**src/rtl/fetch_arbiter_pkg.sv**
```systemverilog
// Shared encodings for the fetch/data front end: memory size code, NOP filler,
// in-flight access kinds and the prefetch queue entry layout.
package fetch_arbiter_pkg;

    localparam logic [2:0]  FUNC_WORD = 3'b010;
    localparam logic [31:0] NOP_INST  = 32'h0000_0033;

    typedef enum logic [1:0] {
        KIND_NONE  = 2'd0,
        KIND_FETCH = 2'd1,
        KIND_DATA  = 2'd2
    } kind_t;

    typedef struct packed {
        logic [31:0] pc;
        logic [31:0] inst;
    } qent_t;

endpackage

```
**src/rtl/prefetch_fifo.sv**
```systemverilog
// Circular prefetch queue with fall-through: a push into an empty queue is visible at the
// head the same cycle. Flush beats push/pop; the owner must never push when full.
module prefetch_fifo #(
    parameter int DEPTH = 4,
    parameter int W     = 64
) (
    input  logic                   clk,
    input  logic                   rst,
    input  logic                   flush_i,
    input  logic                   push_i,
    input  logic                   pop_i,
    input  logic [W-1:0]           din_i,
    output logic                   valid_o,
    output logic [W-1:0]           head_o,
    output logic [$clog2(DEPTH):0] count_o
);
    localparam int AW = $clog2(DEPTH);
    localparam int CW = AW + 1;

    logic [W-1:0]  mem_q [DEPTH];
    logic [AW-1:0] rd_q, wr_q;
    logic [CW-1:0] count_q, count_d;
    logic          empty, pop_en;

    assign empty   = (count_q == '0);
    assign valid_o = !empty || push_i;
    assign head_o  = empty ? din_i : mem_q[rd_q];
    assign pop_en  = pop_i && valid_o;
    assign count_o = count_q;

    always_comb begin
        count_d = count_q;
        if (push_i && !pop_en)
            count_d = count_q + CW'(1);
        else if (!push_i && pop_en)
            count_d = count_q - CW'(1);
    end

    // Pass-through (empty, push and pop together) advances both pointers, count stays put.
    always_ff @(posedge clk) begin
        if (rst || flush_i) begin
            rd_q    <= '0;
            wr_q    <= '0;
            count_q <= '0;
        end else begin
            if (push_i)
                wr_q <= wr_q + AW'(1);
            if (pop_en)
                rd_q <= rd_q + AW'(1);
            count_q <= count_d;
        end
    end

    always_ff @(posedge clk) begin
        if (push_i)
            mem_q[wr_q] <= din_i;
    end

    a_no_push_when_full: assert property (@(posedge clk) disable iff (rst)
        !(push_i && !pop_en && !flush_i && (count_q == CW'(DEPTH))));

endmodule

```
**src/rtl/fetch_arbiter.sv**
```systemverilog
// Single memory port shared by instruction prefetch and MEM-stage loads/stores (data wins);
// responses arrive one cycle after issue, fetch stalls on queue credit, stale fetches die by epoch.
module fetch_arbiter
    import fetch_arbiter_pkg::*;
#(
    parameter int          DEPTH    = 4,
    parameter logic [31:0] RESET_PC = 32'h0000_0000
) (
    input  logic        clk,
    input  logic        rst,
    input  logic        redirect,
    input  logic [31:0] redirect_pc,
    output logic        inst_valid,
    input  logic        inst_ready,
    output logic [31:0] inst_out,
    output logic [31:0] inst_pc,
    input  logic        d_req,
    input  logic        d_we,
    input  logic [31:0] d_addr,
    input  logic [2:0]  d_func,
    input  logic [31:0] d_wdata,
    output logic [31:0] d_rdata,
    output logic        d_done,
    output logic        mem_en,
    output logic        mem_we,
    output logic [31:0] mem_addr,
    output logic [2:0]  mem_func,
    output logic [31:0] mem_wdata,
    input  logic [31:0] mem_rdata
);
    localparam int CW = $clog2(DEPTH) + 1;

    kind_t         kind_q, kind_d;
    logic          ld_q;
    logic          ep_q, epoch_q;
    logic [31:0]   ipc_q, fetch_pc_q, rdata_q;
    logic [CW-1:0] count, credit;
    logic          data_issue, fetch_issue, data_rsp, fetch_push, head_vld;
    logic [31:0]   redir_pc;
    qent_t         push_ent, head_ent;

    assign redir_pc = redirect_pc & 32'hFFFF_FFFC;

    // A fetch already in flight has a reserved slot, so the queue can never overflow.
    assign credit      = count + ((kind_q == KIND_FETCH) ? CW'(1) : CW'(0));
    assign data_issue  = !rst && d_req && (kind_q != KIND_DATA);
    assign fetch_issue = !rst && !data_issue && !redirect && (credit < CW'(DEPTH));
    assign data_rsp    = !rst && (kind_q == KIND_DATA);
    assign fetch_push  = !rst && !redirect && (kind_q == KIND_FETCH) && (ep_q == epoch_q);

    always_comb begin
        mem_en    = data_issue || fetch_issue;
        mem_we    = data_issue && d_we;
        mem_addr  = fetch_pc_q;
        mem_func  = FUNC_WORD;
        mem_wdata = '0;
        kind_d    = KIND_NONE;
        if (data_issue) begin
            mem_addr  = d_addr;
            mem_func  = d_func;
            mem_wdata = d_wdata;
            kind_d    = KIND_DATA;
        end else if (fetch_issue) begin
            kind_d    = KIND_FETCH;
        end
    end

    assign d_done  = data_rsp;
    assign d_rdata = (data_rsp && ld_q) ? mem_rdata : rdata_q;

    assign push_ent = '{pc: ipc_q, inst: mem_rdata};

    prefetch_fifo #(
        .DEPTH (DEPTH),
        .W     (64)
    ) u_queue (
        .clk     (clk),
        .rst     (rst),
        .flush_i (redirect),
        .push_i  (fetch_push),
        .pop_i   (inst_ready),
        .din_i   (push_ent),
        .valid_o (head_vld),
        .head_o  (head_ent),
        .count_o (count)
    );

    assign inst_valid = head_vld && !rst;
    assign inst_out   = inst_valid ? head_ent.inst : NOP_INST;
    assign inst_pc    = inst_valid ? head_ent.pc : 32'h0;

    always_ff @(posedge clk) begin
        if (rst) begin
            kind_q     <= KIND_NONE;
            ld_q       <= 1'b0;
            ep_q       <= 1'b0;
            ipc_q      <= 32'h0;
            epoch_q    <= 1'b0;
            fetch_pc_q <= RESET_PC;
            rdata_q    <= 32'h0;
        end else begin
            kind_q <= kind_d;
            ld_q   <= data_issue && !d_we;
            ep_q   <= epoch_q;
            ipc_q  <= fetch_pc_q;
            if (redirect) begin
                fetch_pc_q <= redir_pc;
                epoch_q    <= ~epoch_q;
            end else if (fetch_issue) begin
                fetch_pc_q <= fetch_pc_q + 32'd4;
            end
            if (data_rsp && ld_q)
                rdata_q <= mem_rdata;
        end
    end

endmodule

```
**config.mk**
```make
export PLATFORM = sky130hd
export DESIGN_NAME = fetch_arbiter
export DESIGN_NICKNAME = d
export VERILOG_FILES = /design/src/rtl/fetch_arbiter_pkg.sv /design/src/rtl/prefetch_fifo.sv /design/src/rtl/fetch_arbiter.sv
export SDC_FILE = /design/constraint.sdc
export NUM_CORES = 1
export LEC_CHECK = 0
export BUFFER_PORTS_ARGS = -buffer_cell sky130_fd_sc_hd__buf_4
export CAP_MARGIN = 20
export CORE_MARGIN = 2
export CORE_UTILIZATION = 55
export DETAILED_ROUTE_END_ITERATION = 10
export HOLD_SLACK_MARGIN = 0.02
export PLACE_DENSITY = 0.86
export SKIP_LAST_GASP = 1
export SYNTH_ARGS = -nofsm -noshare
export SYNTH_HDL_FRONTEND = slang
export SYNTH_SLANG_ARGS = --single-unit
```
**constraint.sdc**
```tcl
create_clock -name clk -period 3.8 [get_ports clk]
set_input_delay 0.76 -clock clk [delete_from_list [all_inputs] [get_ports clk]]
set_output_delay 0.76 -clock clk [all_outputs]
set_load 0.05 [all_outputs]
```
==> summary.log <==
[synthesis] Yosys Warn Count 0
[grt] GRT Total Usage 26.5%
[grt] vias in the first global route 10,532
[cts] Clock Tree Root sky130_fd_sc_hd__clkbuf_16
[sta] unrepaired setup endpoints after global routing no
[drt] overall via count from detail_route 10,165
[synthesis] count of unique library cells instantiated by Yosys 62
[grt] pin count of the biggest net entering global routing 73
[grt] global-route wire length before repair 57,300 um
[cts] number of gates resized after CTS 0
[critical_path] Critical Path Start Type flop
[critical_path] endpoint kind of the worst setup timing path output pin
[critical_path] worst setup path category flop to output pin
[placed_design] placed cell count 1,672
[cells_and_area] most frequent standard cell in the layout excluding fill and tap cells sky130_fd_sc_hd__buf_4
[cells_and_area] final instance count without filler cells 1,740
[grt] leftover overflow at the end of global routing 0
[die] total die area 28,500 sq um
[sta] fraction of the cycle the final worst path needs 94.9%
[synthesis] average cell area after synthesis 13.9 sq um
[synthesis] cell count after synthesis 1,073
[cts] TritonCTS buffer count 36
[sta] setup TNS 0 ps
[cts] Clock H-tree levels 2
[synthesis] share of the yosys chip area belonging to registers 64.0%
[die] Rows 60
[drt] total iterations of the first detailed-routing run 5
[sta] max-slew violation count 0
[cts] clock buffer depth 3
[drt] detailed-route vias per instance 5.84
[synthesis] most instantiated flip-flop cell in the synthesis netlist sky130_fd_sc_hd__edfxtp_1
[die] Die Span Y 169 um
[critical_path] crit path DAT 2850 ps
[drt] final routed wirelength across all metal layers 37,900 um
[power] total power per unit cell area 449 nW/um^2
[cells_and_area] Post-Layout Inst Area 18,900 sq um
[status] run status finished clean
[drt] Remaining DRCs 0
[grt] initial antenna violation count 1
[synthesis] synthesis-stage register bit count 354
[flow_run] number of maximum-capacitance constraint violations 0
[power] leak pwr 7.03 nW
[drt] antenna-violating nets left 0
[cts] post-CTS clock slew at the launch and capture registers of the worst setup and hold paths 60 ps
[cts] number of hold-repair buffers added at the cts stage 0
[critical_path] data required time at the worst endpoint 3040 ps
[die] width of the die 169 um
[sta] relative max-transition margin 43.7%
[critical_path] largest fanout on the critical path 33
[sta] min Tclk post-route 3610 ps
[sta] clock tree skew after final layout 30.1 ps
[die] core region area 26,800 sq um
[placed_design] routability cong. 0.837
[cts] clk_lat worst skew 520 ps
[sta] pin slew with the least headroom to its limit 845 ps
[cells_and_area] relative area change from synthesis to final layout 26.2%
[placed_design] HPWL after detailed placement 24,600 um
[cts] CTS Sinks 354
[cts] post-CTS setup-driven buffer insertion count 0
[placed_design] total placed instance area 17,700 sq um
[synthesis] number of synthesized flops with an enable pin 248
[synthesis] post-synthesis cell area 14,900 sq um
[synthesis] share of async-settable or async-resettable flops after synthesis 0%
[sta] final hold vios 0
[worst_hold_path] hold crit path type primary input to flop
[cells_and_area] commonest cells after routing, fill and taps aside sky130_fd_sc_hd__buf_4, sky130_fd_sc_hd__edfxtp_1, sky130_fd_sc_hd__nand2_1
[cts] TritonCTS clock tree built
[cells_and_area] final net count 1,512
[placed_design] count of port buffers added during placement 299
[drt] routed length per instance 21.8 um
[power] worst vdd rail ir drop 0.300 mV
[die] Top Ports 304
[drt] number of DRC markers after the initial detailed-route iteration 849
[sta] endpoints failing setup 0
[die] effective utilization at floorplan 55.8%
[cells_and_area] share of cells above drive strength 1 38.2%
[sta] highest clock rate 277 MHz
-- power by group --
| part | total, mW | switching [mW] | leakage (nW) | internal [mW] |
|---|---|---|---|---|
| registers | 4.23 | 0.0654 | 3.17 | 4.16 |
| logic | 0.690 | 0.422 | 3.28 | 0.268 |
| clock network | 3.56 | 1.42 | 0.578 | 2.14 |
-- cells in the mapped netlist (2+ instances only) --
| library cell | count | area share, % |
|---|---|---|
| sky130_fd_sc_hd__nand4b_1 | 2 | 0.12 |
| sky130_fd_sc_hd__buf_4 | 3 | 0.15 |
| sky130_fd_sc_hd__mux2_2 | 61 | 4.6 |
| sky130_fd_sc_hd__buf_1 | 4 | 0.10 |
| sky130_fd_sc_hd__nand3_1 | 13 | 0.44 |
| sky130_fd_sc_hd__nand2b_1 | 4 | 0.17 |
| sky130_fd_sc_hd__nor2b_1 | 65 | 2.7 |
| sky130_fd_sc_hd__o21ai_0 | 10 | 0.33 |
| sky130_fd_sc_hd__xnor2_1 | 11 | 0.64 |
| sky130_fd_sc_hd__a211o_1 | 2 | 0.12 |
| sky130_fd_sc_hd__a211oi_1 | 5 | 0.25 |
| sky130_fd_sc_hd__ha_1 | 5 | 0.42 |
| sky130_fd_sc_hd__or3_1 | 4 | 0.17 |
| sky130_fd_sc_hd__mux2i_1 | 3 | 0.20 |
| sky130_fd_sc_hd__or4_1 | 2 | 0.10 |
| sky130_fd_sc_hd__o211ai_1 | 14 | 0.70 |
| sky130_fd_sc_hd__nand4_1 | 6 | 0.25 |
| sky130_fd_sc_hd__nor4_1 | 2 | 0.084 |
| sky130_fd_sc_hd__nor2_1 | 26 | 0.65 |
| sky130_fd_sc_hd__mux4_2 | 62 | 9.3 |
| sky130_fd_sc_hd__o31a_1 | 2 | 0.12 |
| sky130_fd_sc_hd__xor2_1 | 10 | 0.59 |
| sky130_fd_sc_hd__o21a_1 | 9 | 0.45 |
| sky130_fd_sc_hd__o2111ai_1 | 8 | 0.47 |
| sky130_fd_sc_hd__clkbuf_1 | 47 | 1.2 |
| sky130_fd_sc_hd__nand2_1 | 149 | 3.7 |
| sky130_fd_sc_hd__and3_1 | 9 | 0.38 |
| sky130_fd_sc_hd__a31oi_1 | 8 | 0.33 |
| sky130_fd_sc_hd__a21oi_2 | 10 | 0.59 |
| sky130_fd_sc_hd__and2_1 | 40 | 1.7 |
| sky130_fd_sc_hd__or2_2 | 2 | 0.084 |
| sky130_fd_sc_hd__inv_1 | 13 | 0.33 |
| sky130_fd_sc_hd__edfxtp_1 | 248 | 50 |
| sky130_fd_sc_hd__a311oi_1 | 3 | 0.18 |
| sky130_fd_sc_hd__buf_2 | 14 | 0.47 |
| sky130_fd_sc_hd__nor3_1 | 5 | 0.17 |
| sky130_fd_sc_hd__dfxtp_1 | 106 | 14 |
| sky130_fd_sc_hd__buf_6 | 2 | 0.15 |
| sky130_fd_sc_hd__a21oi_1 | 61 | 2.0 |
-- through the flow --
step / utilization (%) / hold WS [ps] / total power, mW / setup slack [ps]
after floorplan: - / 460 / 4.69 / 190
after global placement: 65.9 / 472 / 4.98 / 310
after detailed placement: 65.9 / 488 / 4.99 / 258
after CTS: 70.3 / 397 / 8.52 / 155
after global routing: 70.4 / 398 / 8.70 / 39.1
final: 70.4 / 412 / 8.47 / 195
-- registers in the layout (all words and copies together), names as in the netlist, named ones only --
register	flops
fetch_pc_q	30
u_queue.count_o	3
ld_q	1
u_queue.rd_q	2
kind_q	2
ipc_q	30
u_queue.wr_q	2
u_queue.mem_q	248
ep_q	1
epoch_q	1
rdata_q	32
-- critical path, stage by stage, from the launching register on --
cell and delay (ps):
sky130_fd_sc_hd__dfxtp_1 360, sky130_fd_sc_hd__or3_2 500, sky130_fd_sc_hd__nor2_1 90, sky130_fd_sc_hd__or2_2 360
sky130_fd_sc_hd__buf_4 500, sky130_fd_sc_hd__inv_1 190, sky130_fd_sc_hd__nand3_1 110, sky130_fd_sc_hd__buf_4 200
-- cell type report --
type | count | area, sq um
clock inverters | 15 | 193
diodes | 2 | 5.00
clock buffers | 51 | 1010
well taps | 341 | 427
fillers | 1821 | 7940
multi-input cells | 636 | 5060
inverters | 14 | 52.6
flip-flops and latches | 354 | 9580
repair buffers | 327 | 2540
-- routing by layer --
metal / vias up / global-route usage (%) / wire (um)
met4: 0 / 14.1 / 1890
met3: 104 / 4.16 / 2840
li1: 4560 / - / -
met1: 4950 / 31.8 / 13900
met5: - / 0 / 0
met2: 551 / 46.2 / 19200
-- logic make-up (layout without fill, tap and decap cells) --
family	after synthesis	count (layout)	share of synthesized area, %
muxes	127	127	14.2
AOI/OAI and AO/OA	140	140	6.00
DFF	354	354	64.0
and+or+nand+nor	340	340	11.6
buffers and inverters	84	407	2.40
adders and majority gates	6	6	0.552
other	1	4	0.0251
xor gates and xnor gates	21	21	1.23
-- path summary, 6_finish.rpt --
check | startpoint | to | slack (ps) | depth (start not counted)
setup / recovery | u_queue.count_o[2] | inst_out[1] | 190 | 7
hold / removal | d_we | ld_q | 410 | 2
setup reg to reg | fetch_pc_q[2] | fetch_pc_q[27] | 1280 | 5
hold reg to reg | ipc_q[15] | u_queue.mem_q[1][47] | 510 | 0
(Power assumes the default switching activity.)
